===== config.mk =====
export PLATFORM = sky130hd
export DESIGN_NAME = ram_arbiter
export DESIGN_NICKNAME = d
export VERILOG_FILES = /design/src/rtl/ram_arbiter.sv
export SDC_FILE = /design/constraint.sdc
export NUM_CORES = 1
export LEC_CHECK = 0
export ABC_AREA = 0
export CORE_MARGIN = 3
export CORE_UTILIZATION = 59
export CTS_CLUSTER_SIZE = 12
export DETAILED_ROUTE_END_ITERATION = 10
export DONT_BUFFER_PORTS = 1
export PLACE_DENSITY_LB_ADDON = 0.25
export RECOVER_POWER = 25
export SYNTH_ARGS = -nofsm -noshare
export SYNTH_HDL_FRONTEND = slang
export SYNTH_SLANG_ARGS = --single-unit

===== constraint.sdc =====
create_clock -name clk -period 3.2 [get_ports clk]
set_input_delay 0.96 -clock clk [delete_from_list [all_inputs] [get_ports clk]]
set_output_delay 0.96 -clock clk [all_outputs]
set_load 0.02 [all_outputs]

===== src/rtl/ram_arbiter.sv =====
// ram_arbiter
// Shares one single-port RAM between two requesters: port 0 (CPU) and
// port 1 (loader). One transaction is served at a time through a small FSM:
//   IDLE   -> arbitrate and latch the winner's request
//   ACCESS -> drive the RAM, pulse gnt on the winner
//   RESP   -> (reads only) pulse rvalid on the winner with the captured data
//
// Parameters
//   PRIO_MODE   0 = round-robin on contention, 1 = port 0 always wins
//
// Ports
//   clk                 clock, everything updates on its rising edge
//   rst                 asynchronous reset, active low
//   req0/req1           access requests
//   we0/we1             1 = write, 0 = read (sampled with the request)
//   addr0/addr1         word address (sampled with the request)
//   wdata0/wdata1       write data (sampled with the request)
//   gnt0/gnt1           one-cycle "request accepted" pulse
//   rvalid0/rvalid1     one-cycle "read data valid" pulse
//   rdata0/rdata1       read data, held between reads
//   mem_addr/mem_din    RAM address / write data
//   mem_we              RAM write enable
//   mem_dout            RAM combinational read data
//   busy                high whenever the FSM is not in IDLE
module ram_arbiter #(
    parameter int PRIO_MODE = 0
) (
    input  logic        clk,
    input  logic        rst,
    input  logic        req0,
    input  logic        req1,
    input  logic        we0,
    input  logic        we1,
    input  logic [7:0]  addr0,
    input  logic [7:0]  addr1,
    input  logic [15:0] wdata0,
    input  logic [15:0] wdata1,
    output logic        gnt0,
    output logic        gnt1,
    output logic        rvalid0,
    output logic        rvalid1,
    output logic [15:0] rdata0,
    output logic [15:0] rdata1,
    output logic [7:0]  mem_addr,
    output logic [15:0] mem_din,
    output logic        mem_we,
    input  logic [15:0] mem_dout,
    output logic        busy
);

    typedef enum logic [1:0] {
        IDLE   = 2'd0,
        ACCESS = 2'd1,
        RESP   = 2'd2
    } state_t;

    state_t      state_q, state_d;
    logic        we_q, we_d;
    logic [7:0]  addr_q, addr_d;
    logic [15:0] wdata_q, wdata_d;
    logic        win_q, win_d;      // port ID of the transaction in flight
    logic        last_q, last_d;    // port ID of the most recent grant
    logic [1:0]  gnt_q, gnt_d;
    logic [1:0]  rvalid_q, rvalid_d;
    logic [15:0] rdata0_q, rdata0_d;
    logic [15:0] rdata1_q, rdata1_d;
    logic        pick;              // arbitration result for this cycle

    // Arbitration: a lone requester always wins; on a tie the mode decides.
    always_comb begin
        pick = 1'b0;
        if (req0 && req1) begin
            if (PRIO_MODE == 1) begin
                pick = 1'b0;
            end else begin
                pick = ~last_q;
            end
        end else if (req1) begin
            pick = 1'b1;
        end
    end

    always_comb begin
        state_d  = state_q;
        we_d     = we_q;
        addr_d   = addr_q;
        wdata_d  = wdata_q;
        win_d    = win_q;
        last_d   = last_q;
        gnt_d    = 2'b00;
        rvalid_d = 2'b00;
        rdata0_d = rdata0_q;
        rdata1_d = rdata1_q;

        case (state_q)
            IDLE: begin
                if (req0 || req1) begin
                    state_d     = ACCESS;
                    win_d       = pick;
                    last_d      = pick;
                    we_d        = pick ? we1    : we0;
                    addr_d      = pick ? addr1  : addr0;
                    wdata_d     = pick ? wdata1 : wdata0;
                    gnt_d[pick] = 1'b1;
                end
            end
            ACCESS: begin
                if (we_q) begin
                    state_d = IDLE;
                end else begin
                    state_d         = RESP;
                    rvalid_d[win_q] = 1'b1;
                    if (win_q) begin
                        rdata1_d = mem_dout;
                    end else begin
                        rdata0_d = mem_dout;
                    end
                end
            end
            RESP: begin
                state_d = IDLE;
            end
            default: begin
                state_d = IDLE;
            end
        endcase
    end

    always_ff @(posedge clk or negedge rst) begin
        if (!rst) begin
            state_q  <= IDLE;
            we_q     <= 1'b0;
            addr_q   <= 8'h00;
            wdata_q  <= 16'h0000;
            win_q    <= 1'b0;
            last_q   <= 1'b1;   // port 0 takes the first tie
            gnt_q    <= 2'b00;
            rvalid_q <= 2'b00;
            rdata0_q <= 16'h0000;
            rdata1_q <= 16'h0000;
        end else begin
            state_q  <= state_d;
            we_q     <= we_d;
            addr_q   <= addr_d;
            wdata_q  <= wdata_d;
            win_q    <= win_d;
            last_q   <= last_d;
            gnt_q    <= gnt_d;
            rvalid_q <= rvalid_d;
            rdata0_q <= rdata0_d;
            rdata1_q <= rdata1_d;
        end
    end

    // mem_we is decoded from the state register, so an asynchronous reset
    // clearing state_q drops it at once, without waiting for an edge.
    assign mem_we   = (state_q == ACCESS) && we_q;
    assign mem_addr = addr_q;
    assign mem_din  = wdata_q;
    assign gnt0     = gnt_q[0];
    assign gnt1     = gnt_q[1];
    assign rvalid0  = rvalid_q[0];
    assign rvalid1  = rvalid_q[1];
    assign rdata0   = rdata0_q;
    assign rdata1   = rdata1_q;
    assign busy     = (state_q != IDLE);

endmodule

==> results of run 1 <==
==> layout make-up <==
type / instances / area [um2]
clock buffer: 12 / 165.2
clock inverter: 3 / 15.01
fill: 313 / 1361
inverter: 2 / 7.507
multi-input combinational: 109 / 882.1
sequential: 65 / 1628
tap: 50 / 62.56
timing repair buffer: 3 / 22.52
==> state kept, by name, summed over array words and instances (netlist names) <==
register and flops:
mem_din 16, rdata0 16, rdata1 16, mem_addr 8
gnt_q 2, rvalid_q 2, state_q 2, last_q 1
we_q 1, win_q 1
==> kinds of logic (layout without fill, tap and decap cells) <==
| kind of cell | count (synthesis) | in the layout | synth area share (%) |
|---|---|---|---|
| flops | 65 | 65 | 62.31 |
| mux | 32 | 32 | 13.79 |
| simple gates | 41 | 41 | 8.813 |
| compound gates | 36 | 36 | 11.16 |
| buf+inv | 16 | 20 | 3.926 |
==> metrics by stage <==
step / worst slack, ns / area [um2]
after global placement: 0.9467 / 2603
after detailed placement: 0.8447 / 2603
after global routing: 0.6051 / 2783
final: 0.7072 / 2783
after CTS: 0.7076 / 2783
after floorplan: 1.073 / 2613
==> cell usage after synthesis (4+ instances only) <==
cell	instances	area, um2
a21oi_1	7	35.03
a31oi_1	7	43.79
and3_1	18	112.6
a221o_1	18	180.2
dfrtp_1	64	1602
mux2_1	18	202.7
clkbuf_1	4	15.01
buf_6	4	45.04
nand2_1	15	56.30
mux2_2	14	157.7
buf_2	4	20.02
==> power groups by stage <==
stage                     sequential (mW)  clock, mW  combinational, mW
after floorplan                      1.92          0              0.750
after global placement               2.01          0              0.793
after detailed placement             2.02          0              0.850
after CTS                            2.02      0.627              0.843
after global routing                 2.05      0.658              0.936
final                                2.00      0.614              0.835
==> worst paths after layout <==
kind                                 start     endpoint  slack, ns  depth (start not counted)
worst min-delay path                   rst  mem_din[10]       0.33                          0
worst max-delay path            state_q[1]         busy       0.71                          3
max in group asynchronous              rst       last_q       2.67                          0
worst min register to register       win_q        win_q       0.50                          1
worst max register to register  state_q[1]  mem_din[10]       1.26                          3
min in group clk                     win_q        win_q       0.50                          1
==> layer usage <==
layer	vias to the layer above	wire, um
met5	-	0
met4	0	63
met3	6	566
met2	99	2655
met1	785	1962
li1	697	-
==> placed cells by master (no fill, tap or decap) <==
master and instances:
and3b_1 1, and2_1 1, nand2_1 15, nor3b_2 1, a21boi_1 1, or2_1 1
clkinv_2 3, nor2_1 1, inv_2 1, and3_1 18, dfstp_2 1, mux2_2 14
mux2_1 18, nor2_2 1, inv_1 1, a21bo_2 1, nor2b_1 1, dfrtp_1 64
a221o_1 18, and3_4 1, a21o_1 2, a31oi_1 7, a21oi_1 7, buf_4 3
clkbuf_8 12
==> impl_metrics.py, run 1 <==
metrics = {
    "timing": {
        "fin_crit_ns": 2.493,
        "fmax_ghz": 0.4012,
        "drv_slew": 0,
        "slew_headroom_pct": 47.89,
        "setup_violations": 0,
        "fin_setup_tns_ns": 0,
        "worstMarginPinSlew_ns": 0.7817,
        "holdWs_ns": 0.3336,
        "rsz0062_at_grt": "no",
        "skew_ns": 0.005579,
        "hold_viol_final": 0,
        "period_share_pct": 77.90,
    },
    "pwr": {
        "power_mw": 3.454,
        "power_switching_mw": 1.445,
        "ir_drop_uv": 599.5,
        "cellPowerDensity_mw_per_mm2": 1241,
        "p_leak_nw": 1.295,
        "swShare_pct": 41.83,
        "intPower_mw": 2.009,
        "power_frac_clock_pct": 17.8,
        "pwr-share-seq_pct": 58.0,
        "combinationalPowerShare_pct": 24.2,
    },
    "global_route": {
        "grt_use_met3_pct": 5.817,
        "grt_pass1_vias": 1644,
        "grt_pass1_wl_um": 8135,
        "grt_max_degree": 66,
        "grt_use_met1_pct": 24.70,
        "gr-usage-met2_pct": 33.37,
        "track_usage_pct": 20.18,
        "antenna_found_initial": 0,
        "grt.busiest_layer": "met2",
        "overflow": 0,
    },
    "die": {
        "dieArea_mm2": 0.005263,
        "fp.coreArea_mm2": 0.004144,
        "start_util_pct": 63.04,
        "die_w_um": 72.55,
        "ios": 132,
        "fp.dieH_um": 72.55,
        "rows": 23,
    },
    "setup_path": {
        "worst_ep_arrival_time_ns": 1.53,
        "cp_max_fo": 17,
        "crit_path_top_delay_cell": "dfrtp_1",
        "path_cells": "nor2_2 -> buf_4 -> inv_1",
        "critPathLaunchType": "flip-flop",
        "critPathBufInv": 2,
        "slowest_delay_ns": 0.41,
        "end_kind": "output port",
        "critPathKind": "flip-flop to output port",
        "worst_path_dominant_cell_family": "buffers and inverters",
        "crit_required_ns": 2.24,
    },
    "detailed_routing": {
        "vias": 1587,
        "drt_iter0_markers": 87,
        "drt_wl_total_um": 5249,
        "postRouteAntennaNets": 0,
        "wire_per_inst_um": 21.51,
        "drc_errors": 0,
        "drt_pass1_iterations": 4,
        "via_per_inst": 6.504,
    },
    "clock_network": {
        "cts_tree": "yes",
        "cts_buffer_depth": 2,
        "clk_latency_ns": 0.32,
        "cts.repair.resized": 0,
        "cts-htree-levels": 3,
        "hold_buffers": 0,
        "cts-buffers-inserted": 9,
        "clock-sinks": 65,
        "cts_root_buf": "clkbuf_8",
        "cts.reportedPaths.clkPinSlew_ns": 0.07,
        "post_cts_buffers": 0,
    },
    "synth": {
        "mappedNetlistNets": 260,
        "synth_area_mm2": 0.002613,
        "synth_cell_type_count": 26,
        "syn_area_per_cell_um2": 13.75,
        "yosys_warnings": 0,
        "synth_enable_flop_cells": 0,
        "ys_ff_latch": 65,
        "ys.flop_type": "dfrtp_1",
        "synthCells": 190,
        "ys_seq_area_share_pct": 62.31,
        "ys_async_sr_fraction_pct": 100.0,
    },
    "cells_and_area": {
        "n_antenna_cell": 0,
        "drive_gt1_share_pct": 19.59,
        "area_growth_syn_to_layout_pct": 6.513,
        "fin_cells": 244,
        "final_util_pct": 67.15,
        "finalNetCount": 260,
    },
    "outcome": {
        "status": "finished clean",
    },
    "min_path": {
        "min-delay-path-class": "input pin to asynchronous set/reset pin",
    },
    "placement": {
        "dpl.hpwl_um": 3716,
        "place_congestion": 0.7873,
        "numPortBuffers": 0,
        "place_inst": 229,
    },
    "job": {
        "cap_violations": 0,
    },
}
Power figures use the tool's default switching activity.
==> inputs of run 2 (changes only) <==
Settings changed: CORE_UTILIZATION 59 to 56.
Clock period 3.2 ns to 2.2 ns, I/O delays scaled along.
==> impl_metrics.py, run 2 (same netlist as run 1, synthesis figures left out) <==
metrics = {
    "cells_and_area": {
        "fill_cells": 338,
        "n_antenna_cell": 0,
        "finalNetCount": 264,
        "final_common_cell": "dfrtp_1",
        "area_growth_syn_to_layout_pct": 7.615,
        "final_cell_mix": "64 x dfrtp_1, 18 x mux2_1, 18 x and3_1, 18 x a221o_1, 15 x nand2_1",
        "drive_gt1_share_pct": 20.10,
    },
    "setup_path": {
        "crit_required_ns": 1.54,
        "critPathLaunchType": "flip-flop",
        "r2r_start": "state_q[1]",
        "worst_path_dominant_cell_family": "flip-flops",
        "path_cells": "and3b_1",
        "end_kind": "output port",
        "cp_max_fo": 3,
        "worst_ep_arrival_time_ns": 1.08,
        "crit_path_top_delay_cell": "dfrtp_1",
        "slowest_delay_ns": 0.41,
        "critPathKind": "flip-flop to output port",
        "critPathLaunch": "state_q[1]",
        "critPathBufInv": 0,
    },
    "outcome": {
        "status": "finished clean",
    },
    "timing": {
        "drv_slew": 0,
        "setup_violations": 0,
        "worstMarginPinSlew_ns": 0.2904,
        "period_share_pct": 79.13,
        "fin_crit_ns": 1.741,
        "fin_setup_tns_ns": 0,
        "skew_ns": 0.006599,
        "slew_headroom_pct": 80.64,
        "rsz0062_at_grt": "no",
        "setup_ws_ns": 0.4590,
        "hold_viol_final": 0,
        "fmax_ghz": 0.5744,
    },
    "die": {
        "fp.coreArea_mm2": 0.004444,
        "rows": 24,
        "die_w_um": 74.30,
        "dieArea_mm2": 0.005520,
        "fp.dieH_um": 74.30,
        "start_util_pct": 58.78,
        "ios": 132,
    },
    "global_route": {
        "grt_max_degree": 66,
        "track_usage_pct": 19.93,
        "grt_pass1_vias": 1690,
        "grt_pass1_wl_um": 8079,
        "antenna_found_initial": 0,
        "overflow": 0,
    },
    "detailed_routing": {
        "drt_iter0_markers": 38,
        "via_per_inst": 6.458,
        "drc_errors": 0,
        "drt_pass1_iterations": 4,
        "drt_wl_total_um": 5483,
        "vias": 1621,
        "postRouteAntennaNets": 0,
        "wire_per_inst_um": 21.84,
    },
    "clock_network": {
        "clk_latency_ns": 0.32,
        "post_cts_buffers": 0,
        "cts_tree": "yes",
        "clock-sinks": 65,
        "cts-buffers-inserted": 9,
        "cts_buffer_depth": 2,
        "cts-htree-levels": 3,
        "cts_root_buf": "clkbuf_8",
        "cts.reportedPaths.clkPinSlew_ns": 0.07,
    },
    "placement": {
        "place_congestion": 0.7165,
        "dpl.hpwl_um": 3896,
        "pre_cts_ws_ns": 0.4549,
        "numPortBuffers": 0,
    },
    "pwr": {
        "p_leak_nw": 1.309,
        "cellPowerDensity_mw_per_mm2": 1797,
        "ir_drop_uv": 915.8,
    },
    "job": {
        "cap_violations": 0,
    },
    "min_path": {
        "min-delay-path-class": "input pin to asynchronous set/reset pin",
    },
}
run 2: where the power goes:
part	internal [mW]	total, mW	switching, mW	leakage [nW]
registers	1.81	2.92	1.12	0.779
clock network	0.466	0.879	0.413	0.0932
logic	0.650	1.25	0.601	0.437
total	2.92	5.05	2.13	1.31
run 2: worst paths after layout:
kind | cells after the start | endpoint | slack, ns
setup / recovery | 1 | mem_we | 0.46
hold / removal | 0 | mem_addr[7] | 0.03
setup reg to reg | 4 | rdata0[12] | 0.67
hold reg to reg | 1 | state_q[1] | 0.51
max in group asynchronous | 1 | rdata1[4] | 1.39
min in group clk | 1 | rdata1[9] | 0.47
run 2: layout make-up:
cell class / count / area, um2 / area share (%)
timing repair buffer: 7 / 55.05 / 1.958
clock inverter: 3 / 15.01 / 0.5340
tap: 52 / 65.06 / 2.314
multi-input combinational: 109 / 882.1 / 31.38
sequential: 65 / 1628 / 57.90
inverter: 2 / 7.507 / 0.2670
clock buffer: 13 / 158.9 / 5.652
run 2: metrics by stage:
step / hold WS, ns / total power [mW] / area [um2] / instances / utilization [%]
after floorplan: 0.3644 / 3.886 / 2613 / 190 / -
after global placement: 0.3657 / 4.099 / 2628 / 234 / 59.12
after detailed placement: 0.3657 / 4.222 / 2628 / 234 / 59.12
after CTS: 0.01661 / 5.103 / 2801 / 250 / 63.03
after global routing: 0.0002294 / 5.347 / 2811 / 251 / 63.26
final: 0.03455 / 5.053 / 2811 / 251 / 63.26
run 2: worst reg2reg max path: cells and delay by family, from the launching register on:
kind	cells	cell delay (ns)
simple gates	2	0.38
mux	1	0.38
buf+inv	1	0.25
flops	1	0.41
run 2: routing by layer:
| metal | GRT usage (%) | wire (um) | up-vias |
|---|---|---|---|
| met5 | 0 | 0 | - |
| met4 | 9.684 | 31 | 0 |
| met3 | 6.216 | 485 | 6 |
| met2 | 33.76 | 2979 | 95 |
| met1 | 22.98 | 1987 | 813 |
| li1 | - | - | 707 |
run 2: what timing repair did:
action | in CTS | in global routing
hold buffers | 0 | 1
resized for setup | 0 | 0
hold endpoints to repair | 0 | 4
==> inputs of run 3 (changes only) <==
Clock period 2.2 ns to 1.5 ns, I/O delays scaled along.
==> impl_metrics.py, run 3 (same netlist as run 1, synthesis figures left out) <==
metrics = {
    "outcome": {
        "status": "finished with violations",
        "violations": "hold timing, setup timing",
    },
    "global_route": {
        "grt_max_degree": 66,
        "overflow": 0,
        "antenna_found_initial": 0,
        "grt_pass1_wl_um": 8217,
        "grt_pass1_vias": 1761,
        "track_usage_pct": 19.78,
    },
    "pwr": {
        "ir_drop_uv": 1345,
        "power_mw": 8.595,
        "p_leak_nw": 1.524,
        "cellPowerDensity_mw_per_mm2": 2683,
    },
    "timing": {
        "drv_slew": 0,
        "fmax_ghz": 0.6259,
        "holdWs_ns": -0.1774,
        "hold_viol_final": 64,
        "slew_headroom_pct": 82.13,
        "skew_ns": 0.004873,
        "period_share_pct": 106.5,
        "fin_setup_tns_ns": -1.648,
        "rsz0062_at_grt": "yes",
        "fin_crit_ns": 1.598,
        "worstMarginPinSlew_ns": 0.2680,
        "setup_violations": 30,
        "setup_ws_ns": -0.09771,
    },
    "cells_and_area": {
        "final_common_cell": "dfrtp_1",
        "drive_gt1_share_pct": 35.98,
        "fill_cells": 299,
        "n_antenna_cell": 0,
        "register_area_mm2": 0.001628,
        "area_growth_syn_to_layout_pct": 22.61,
        "finalNetCount": 281,
        "final_cell_mix": "64 x dfrtp_1, 32 x mux2_4, 18 x and3_1, 18 x a221o_1, 14 x nand2_1",
        "multi_input_area_mm2": 0.001051,
        "final_util_pct": 72.07,
    },
    "clock_network": {
        "clk_latency_ns": 0.32,
        "cts-htree-levels": 3,
        "cts_buffer_depth": 2,
        "cts.reportedPaths.clkPinSlew_ns": 0.07,
        "clock-sinks": 65,
        "cts-buffers-inserted": 9,
        "cts_root_buf": "clkbuf_8",
        "cts_tree": "yes",
    },
    "setup_path": {
        "end_kind": "output port",
        "worst_ep_arrival_time_ns": 1.15,
        "crit_required_ns": 1.05,
        "critPathLaunchType": "flip-flop",
        "critPathKind": "flip-flop to output port",
        "cp_max_fo": 2,
    },
    "placement": {
        "dpl.hpwl_um": 3860,
        "numPortBuffers": 0,
        "place_congestion": 0.7519,
    },
    "detailed_routing": {
        "vias": 1703,
        "drt_pass1_iterations": 4,
        "via_per_inst": 6.402,
        "drt_wl_total_um": 6148,
        "drt_iter0_markers": 57,
        "drc_errors": 0,
        "wire_per_inst_um": 23.11,
        "postRouteAntennaNets": 0,
    },
    "die": {
        "die_w_um": 74.30,
        "fp.coreArea_mm2": 0.004444,
        "rows": 24,
        "dieArea_mm2": 0.005520,
        "fp.dieH_um": 74.30,
        "ios": 132,
        "start_util_pct": 58.78,
    },
    "min_path": {
        "min-delay-path-class": "input pin to asynchronous set/reset pin",
    },
    "job": {
        "cap_violations": 0,
    },
}
## run 3: worst paths after layout
kind | from | endpoint | slack (ns) | depth (start not counted)
max in group asynchronous | rst | last_q | 1.48 | 0
hold reg to reg | last_q | last_q | 0.53 | 1
setup reg to reg | state_q[1] | rdata0[13] | -0.08 | 5
hold / removal | rst | mem_din[12] | -0.18 | 0
min in group clk | addr0[2] | mem_addr[2] | 0.28 | 1
setup / recovery | state_q[1] | mem_we | -0.1 | 2
## run 3: area by class of cell
type	count	share of cell area (%)
inverters	2	0.2344
multi-input cells	111	32.81
clock inverters	1	0.1563
flip-flops and latches	65	50.82
well taps	52	2.031
repair buffers	22	9.609
clock buffers	13	4.336
## run 3: timing repair
action / 4_1_cts / 5_1_grt
cloned: 1 / 6
setup buffers: 2 / 1
resized for setup: 22 / 28
endpoints found under the hold margin: 65 / 65
setup endpoints to repair: 24 / 52
pin swaps: 3 / 3
## run 3: power breakdown
group | total, mW | leakage [nW] | switching [mW] | internal [mW]
Clock | 1.15 | 0.0733 | 0.566 | 0.582
Combinational | 3.13 | 0.672 | 1.17 | 1.95
Sequential | 4.32 | 0.779 | 1.67 | 2.65
## run 3: per-stage QoR
step | hold WS (ns) | instance area, um2 | setup slack (ns) | cells
4_1_cts | -0.1907 | 2958 | -0.1021 | 259
6_report | -0.1774 | 3203 | -0.09771 | 266
2_1_floorplan | 0.1544 | 2620 | -0.1172 | 190
3_3_place_gp | 0.1559 | 2713 | 0.02562 | 242
5_1_grt | -0.1998 | 3203 | -0.1324 | 266
3_5_place_dp | 0.1558 | 2713 | -0.03540 | 242
## run 3: layer usage
layer  part of all wire, %  wire length, um  track usage [%]
met3                   9.2              567            5.676
met5                     0                0                0
met1                    38             2355            23.29
met4                  0.72               44            7.312
met2                    52             3180            34.45
## run 3: worst max-delay path, stage by stage, from the launching register on
cell and delay (ns):
dfrtp_1 0.40, buf_6 0.13, and3b_2 0.31
